$ cat src/rtl/serial_adder_pkg.sv
// Shared types and constants for the bit-serial adder.
package serial_adder_pkg;

    localparam int unsigned DEF_WIDTH = 8;

    typedef enum logic [1:0] {
        IDLE  = 2'd0,
        SHIFT = 2'd1,
        DONE  = 2'd2
    } state_e;

    // Width of the bit counter for a given operand width.
    function automatic int unsigned cnt_width(input int unsigned w);
        return $clog2(w);
    endfunction

endpackage

$ cat src/rtl/fa_cell.sv
// Combinational 1-bit full adder cell.
module fa_cell (
    input  logic a,
    input  logic b,
    input  logic cin,
    output logic s,
    output logic co
);

    assign s  = a ^ b ^ cin;
    assign co = (a & b) | (cin & (a ^ b));

endmodule

$ cat src/rtl/serial_adder.sv
// Bit-serial LSB-first adder sequencing operands through one fa_cell.
// Optional two's-complement overflow output enabled by SERIAL_ADDER_OVF_EN.
module serial_adder
    import serial_adder_pkg::*;
#(
    parameter int unsigned WIDTH = DEF_WIDTH
) (
    input  logic             clk,
    input  logic             rst,
    input  logic             start,
    input  logic [WIDTH-1:0] a,
    input  logic [WIDTH-1:0] b,
    input  logic             cin,
    output logic             busy,
    output logic             done,
    output logic [WIDTH-1:0] sum,
    output logic             carry
`ifdef SERIAL_ADDER_OVF_EN
    ,
    output logic             ovf
`endif
);

    localparam int unsigned CW = cnt_width(WIDTH);

    state_e           state;
    state_e           state_d;
    logic [WIDTH-1:0] a_sr;
    logic [WIDTH-1:0] b_sr;
    logic [WIDTH-1:0] s_sr;
    logic [WIDTH-1:0] s_nxt;
    logic             c_ff;
    logic [CW-1:0]    cnt;
    logic             s_c;
    logic             co_c;
    logic             load_c;
    logic             last_c;

    fa_cell u_fa (
        .a   (a_sr[0]),
        .b   (b_sr[0]),
        .cin (c_ff),
        .s   (s_c),
        .co  (co_c)
    );

    // New sum bit enters at the MSB; after WIDTH shifts s_nxt holds the full sum.
    assign s_nxt = (s_sr >> 1) | {s_c, {(WIDTH-1){1'b0}}};

    always_comb begin
        state_d = state;
        load_c  = 1'b0;
        last_c  = 1'b0;
        case (state)
            IDLE: begin
                if (start) begin
                    load_c  = 1'b1;
                    state_d = SHIFT;
                end
            end
            SHIFT: begin
                if (cnt == CW'(WIDTH-1)) begin
                    last_c  = 1'b1;
                    state_d = DONE;
                end
            end
            DONE:    state_d = IDLE;
            default: state_d = IDLE;
        endcase
    end

    always_ff @(posedge clk) begin
        if (rst) begin
            state <= IDLE;
            busy  <= 1'b0;
            done  <= 1'b0;
        end else begin
            state <= state_d;
            busy  <= (state_d == SHIFT);
            done  <= (state_d == DONE);
        end
    end

    always_ff @(posedge clk) begin
        if (rst) begin
            a_sr  <= '0;
            b_sr  <= '0;
            s_sr  <= '0;
            c_ff  <= 1'b0;
            cnt   <= '0;
            sum   <= '0;
            carry <= 1'b0;
`ifdef SERIAL_ADDER_OVF_EN
            ovf   <= 1'b0;
`endif
        end else if (load_c) begin
            a_sr <= a;
            b_sr <= b;
            s_sr <= '0;
            c_ff <= cin;
            cnt  <= '0;
        end else if (state == SHIFT) begin
            a_sr <= a_sr >> 1;
            b_sr <= b_sr >> 1;
            s_sr <= s_nxt;
            c_ff <= co_c;
            cnt  <= cnt + CW'(1);
            if (last_c) begin
                sum   <= s_nxt;
                carry <= co_c;
`ifdef SERIAL_ADDER_OVF_EN
                // c_ff is the carry into the MSB on the final bit.
                ovf   <= c_ff ^ co_c;
`endif
            end
        end
    end

endmodule
$ cat config.mk
export PLATFORM = sky130hd
export DESIGN_NAME = serial_adder
export DESIGN_NICKNAME = d
export VERILOG_FILES = /design/src/rtl/serial_adder_pkg.sv /design/src/rtl/fa_cell.sv /design/src/rtl/serial_adder.sv
export SDC_FILE = /design/constraint.sdc
export NUM_CORES = 1
export LEC_CHECK = 0
export BUFFER_PORTS_ARGS = -buffer_cell sky130_fd_sc_hd__buf_4
export CORE_ASPECT_RATIO = 1.5
export CORE_MARGIN = 1.5
export CORE_UTILIZATION = 25
export CTS_CLUSTER_SIZE = 16
export DETAILED_ROUTE_END_ITERATION = 7
export SLEW_MARGIN = 20
export SYNTH_ARGS = -nofsm -noshare
export SYNTH_HDL_FRONTEND = slang
export SYNTH_SLANG_ARGS = --single-unit
$ cat constraint.sdc
create_clock -name clk -period 2.98 [get_ports clk]
set_clock_uncertainty 0.1 [all_clocks]
set_input_delay 0.447 -clock clk [delete_from_list [all_inputs] [get_ports clk]]
set_output_delay 0.447 -clock clk [all_outputs]
set_load 0.05 [all_outputs]
Word level (Yosys, flattened, before mapping):

Index checks and enable logic that the tools add are counted.

* bits in registers: 41
* latch bits: 0
* RAM bits: 0
* ROM bits: 0
* input port bits: 20
* output and inout bits: 11
* word-level logic and storage cells: 39
* memories kept: 0

* add/subtract/negate cells: 1
* multiply operators: 0
* divide/modulo/power cells: 0
* order comparisons: 0
* eq/ne operators: 4
* shifts and indexed selects: 0
* muxes and demuxes: 13
* bitwise operators: 7
* reductions and logical operators: 4

Operator list (count)
* $mux W8: 4
* $or A7 B8 Y8: 1
* $mux W1: 6
* $eq A2 B1 Y1 const B: 2
* $mux W2: 2
* $pmux W2 S2: 1
* $add A3 B1 Y3 const B: 1
* $eq A3 B3 Y1 const B: 1
* $reduce_and A3 Y1: 1
* $and A1 B1 Y1: 2
* $eq A2 B2 Y1 const B: 1
* $logic_not A2 Y1: 1
* $reduce_bool A2 Y1: 1
* $reduce_or A2 Y1: 1
* $xor A1 B1 Y1: 2
* $not A1 Y1: 1
* $or A1 B1 Y1: 1

Longest topological paths before layout:

* word-level depth: 5
* depth in mapped cells: 6
* depth with buffers taken out: 5

By module:

Synthesis repeated with hierarchy kept, for this count alone.

* cell total of the unflattened synthesis: 192
* area total of the unflattened synthesis: 1581.5 um^2

By module, submodules not included
* serial_adder: times used 1, cells each 191, area an instance 1561.5 um^2, sequential area each 800.8 um^2
* fa_cell: times used 1, cells each 1, area an instance 20.0 um^2, sequential area each 0.0 um^2

Worst setup path after synthesis:

No wires, ideal clock.

* path type: register to register
* start: register cnt[0]
* end: register carry
* data arrival time: 1.255 ns
* required time: 2.809 ns
* setup slack: 1.555 ns
* cell stages (with the launch flop): 7
* path buffers: 1
* period minus slack after synthesis: 1.425 ns
* path through: dfxtp_1 > ha_1 > ha_1 > nand3b_1 > clkbuf_1 > nand2_1 > a21oi_1

* longest elaborated chain between the ends: 4

Ends and longest elaborated chain
* from (decl): RTL line serial_adder.sv:33 `logic [CW-1:0] cnt;`
* from (signal assigned): RTL line serial_adder.sv:107 `cnt <= cnt + CW'(1);`
* $eq A3 B3 Y1: RTL line serial_adder.sv:62 `if (cnt == CW'(WIDTH-1)) begin`
* $mux W1: RTL line serial_adder.sv:62
* $mux W1: RTL line serial_adder.sv:54 `case (state)`
* $reduce_and A3 Y1 (no source line)
* to (signal assigned): RTL line serial_adder.sv:110 `carry <= co_c;`
* to (decl): RTL line serial_adder.sv:17 `output logic carry`

Every way passes these cells.
A chain may end at the register's enable or synchronous reset.

Worst setup path after layout:

* start: register state[1]
* end: register a_sr[6]

* longest elaborated chain between the ends: 3
* elaborated cells on any way between the ends: 5

Ends and longest elaborated chain
* from (decl): RTL line serial_adder.sv:26 `state_e state;`
* from (signal assigned): RTL line serial_adder.sv:78 `state <= state_d;`
* $logic_not A2 Y1: RTL line serial_adder.sv:54
* $mux W1: RTL line serial_adder.sv:54
* $mux W8 / $reduce_bool A2 Y1 (equally long branches)
* to (signal assigned): RTL line serial_adder.sv:103 `a_sr <= a_sr >> 1;`
* to (decl): RTL line serial_adder.sv:28 `logic [WIDTH-1:0] a_sr;`

Parallel ways exist; a longest one is shown, timed or not.

==> flow_metrics.env <==
export IMPL_layout_filler_cells=662
export IMPL_fp_dieArea_sq_um=6780
export IMPL_total_leakage_power_nw=0.772
export IMPL_worst_slew_margin_rel=0.369
export IMPL_final_min_period_over_clock_period=0.609
export IMPL_critical_path_peak_fanout=24
export IMPL_rr_endpoint="a_sr[6]"
export IMPL_post_synth_mux_area_share=0
export IMPL_die_w_um=67.7
export IMPL_setup_violations_final=0
export IMPL_layout_drive_gt1_share=0.201
export IMPL_grt_setup_unrepaired="no"
export IMPL_antennaDiodeCount=0
export IMPL_crit_path_launch_type="flop"
export IMPL_root_buf_cell="clkbuf_8"
export IMPL_maximum_number_of_pins_on_one_net_before_global_route_repair=32
export IMPL_multi_input_comb_area_sq_um=669
export IMPL_critical_path_arrival_ps=1910
export IMPL_synthAdderAreaFrac=0.0287
export IMPL_finalSetupTns_ps=0
export IMPL_detailroute_via_count=1293
export IMPL_ys_seq_area_frac=0.510
export IMPL_cts_inserted_buffers=5
export IMPL_ys_top_cells_by_area="dfxtp_1, nor2_1, nand2_1"
export IMPL_mappedNetlistArea_sq_um=1570
export IMPL_routed_wire_length_per_instance_um=11.4
export IMPL_critPathKind="reg -> reg"
export IMPL_post_cts_buffers=0
export IMPL_timing_final_crit_period_ps=1810
export IMPL_min_delay_path_class="in -> reg"
export IMPL_ir_drop_mv=0.289
export IMPL_place_congestion=0.738
export IMPL_first_pass_iters=4
export IMPL_wire_length_reported_by_the_detailed_router_um=3280
export IMPL_place_detailed_hpwl_um=2200
export IMPL_drt_iter0_drc=42
export IMPL_synth_compound_area_frac=0.0876
export IMPL_finalWorstSetupSlack_ps=1170
export IMPL_worst_r2r_path_depth=3
export IMPL_globalRouteOverflowTotal=0
export IMPL_p_per_area_nw_per_um2=604
export IMPL_number_of_nets_still_failing_antenna_checks_after_routing=0
export IMPL_die_height_um=100
export IMPL_slack_of_the_worst_reg_to_reg_path_ps=1170
export IMPL_critical_path_capture_point_type="flop"
export IMPL_outcome="completed"
export IMPL_layout_core_utilization=0.316
export IMPL_std_cell_rows=35
export IMPL_core_area_sq_um=6090
export IMPL_synth_simple_gate_area_frac=0.304
export IMPL_drc=0
export IMPL_seq_area_sq_um=801
export IMPL_layout_area_growth_over_synthesis_pct=22.4
export IMPL_ff_to_ff_start="state[1]"
export IMPL_place_detailed_instances=280
export IMPL_slew_violations=0
export IMPL_initial_core_util=0.258
export IMPL_htree_levels=2
export IMPL_postSynthAreaPerCell_sq_um=8.26
export IMPL_grt_first_pass_wirelength_um=5550
export IMPL_synth_xor_xnor_area_share=0.00558
export IMPL_ctsLongestPathBuffers=2
export IMPL_vias_in_the_first_global_route=1271
export IMPL_timing_fmax_mhz=551
export IMPL_num_nets_final=236
export IMPL_cts_hold_repair_buffers=0
export IMPL_grt_antenna_before_repair=0
export IMPL_cp_endpoint="a_sr[6]"
export IMPL_synth_cell_types=25
export IMPL_finish_cell_count_without_fillers=288
export IMPL_most_area_hungry_cell_type_in_the_yosys_netlist="dfxtp_1"
export IMPL_synth_cells=190
export IMPL_total_global_route_track_usage=0.111
export IMPL_setup_worst_path_start="state[1]"
export IMPL_synth_nets=213
export IMPL_clock_sinks=40
export IMPL_yosysWarnings=0
export IMPL_clk_pin_slew_worst_paths_ps=80
export IMPL_insertion_delay_ps=290
export IMPL_whs_path_depth=3
export IMPL_synth_top_area_frac=0.510
export IMPL_worst_pin_slew_ps=947
export IMPL_synth_ff_latch_count=40
export IMPL_tritoncts="built"
export IMPL_setup_slack_at_placement_ps=1150
export IMPL_cp_data_required_time_ps=3080
export IMPL_route_detailed_vias_per_inst=4.49
export IMPL_maximum_capacitance_violations=0
export IMPL_synth_top_family_by_area="simple AND/OR/NAND/NOR gates"
export IMPL_report_final_hold_viol_count=0
export IMPL_cts_resized=0
export IMPL_port_buffers=30
export IMPL_boundaryPins=31
## worst max-delay path: stages (launching register included)
cell and delay, ps:
dfxtp_1 450, nand2b_1 770, nor2_1 120, nor4_1 270
## power breakdown
part,internal [mW],switching (mW)
sequential,0.558,0.0150
combinational,0.0452,0.0600
clock,0.295,0.186
## cell usage after synthesis (all sizes together)
cell    number
a211oi       2
a21oi       18
a22oi        2
buf         10
clkbuf       5
dfxtp       40
fa           1
ha           2
nand2       27
nand2b       2
nand3        9
nand3b       1
nor2        50
nor2b        1
nor3b        1
nor4        15
o21ba        1
o21bai       1
or3b         1
xnor2        1
## flip-flops by register name, summed over array words and instances (netlist names)
name / cells
a_sr: 8
b_sr: 8
sum: 8
s_sr: 7
cnt: 3
state: 2
busy: 1
c_ff: 1
carry: 1
done: 1
## cell type report
| type | count | area share |
|---|---|---|
| flip-flops and latches | 40 | 0.417 |
| clock buffers | 7 | 0.0501 |
| repair buffers | 31 | 0.121 |
| clock inverters | 1 | 0.0156 |
| multi-input cells | 135 | 0.348 |
| well taps | 74 | 0.0482 |
## cell usage in the layout, fill, tap and decap left out, drive strengths merged
cell and n:
a211oi 2, a21oi 18, a22oi 2, buf 31, bufinv 1, clkbuf 7, dfxtp 40, fa 1
ha 2, nand2 27, nand2b 2, nand3 9, nand3b 1, nor2 50, nor2b 1, nor3b 1
nor4 15, o21ba 1, o21bai 1, or3b 1, xnor2 1
## stage by stage
stage / hold WS, ps / cell area [sq um] / total power [mW]
4_1_cts: 286 / 1920 / 1.18
2_1_floorplan: 334 / 1570 / 0.663
5_1_grt: 338 / 1920 / 1.22
6_report: 294 / 1920 / 1.16
3_5_place_dp: 347 / 1800 / 0.692
3_3_place_gp: 347 / 1800 / 0.692
## kinds of logic after synthesis
group	count (synthesis)
XOR/XNOR	1
adder cells (fa/ha/maj)	3
AND/OR/NAND/NOR	107
flip-flops	40
AO/OA/AOI/OAI	24
buffers and inverters	15
## layer usage
metal | GRT usage | part of all wire | vias up
met2 | 0.182 | 0.48 | 29
met4 | 0.0659 | 0.015 | 0
met3 | 0.0303 | 0.051 | 5
li1 | - | - | 676
met5 | 0 | 0 | -
met1 | 0.125 | 0.45 | 583
## how the worst min path moves through the flow
stage / startpoint / endpoint
5_1_grt: a[7] / a_sr[7]
2_1_floorplan: s_sr[1] / s_sr[1]
4_1_cts: a[7] / a_sr[7]
3_5_place_dp: s_sr[1] / s_sr[1]
3_3_place_gp: sum[4] / sum[4]
6_report: a[7] / a_sr[7]
No activity file was read; power rests on OpenSTA's default activity.
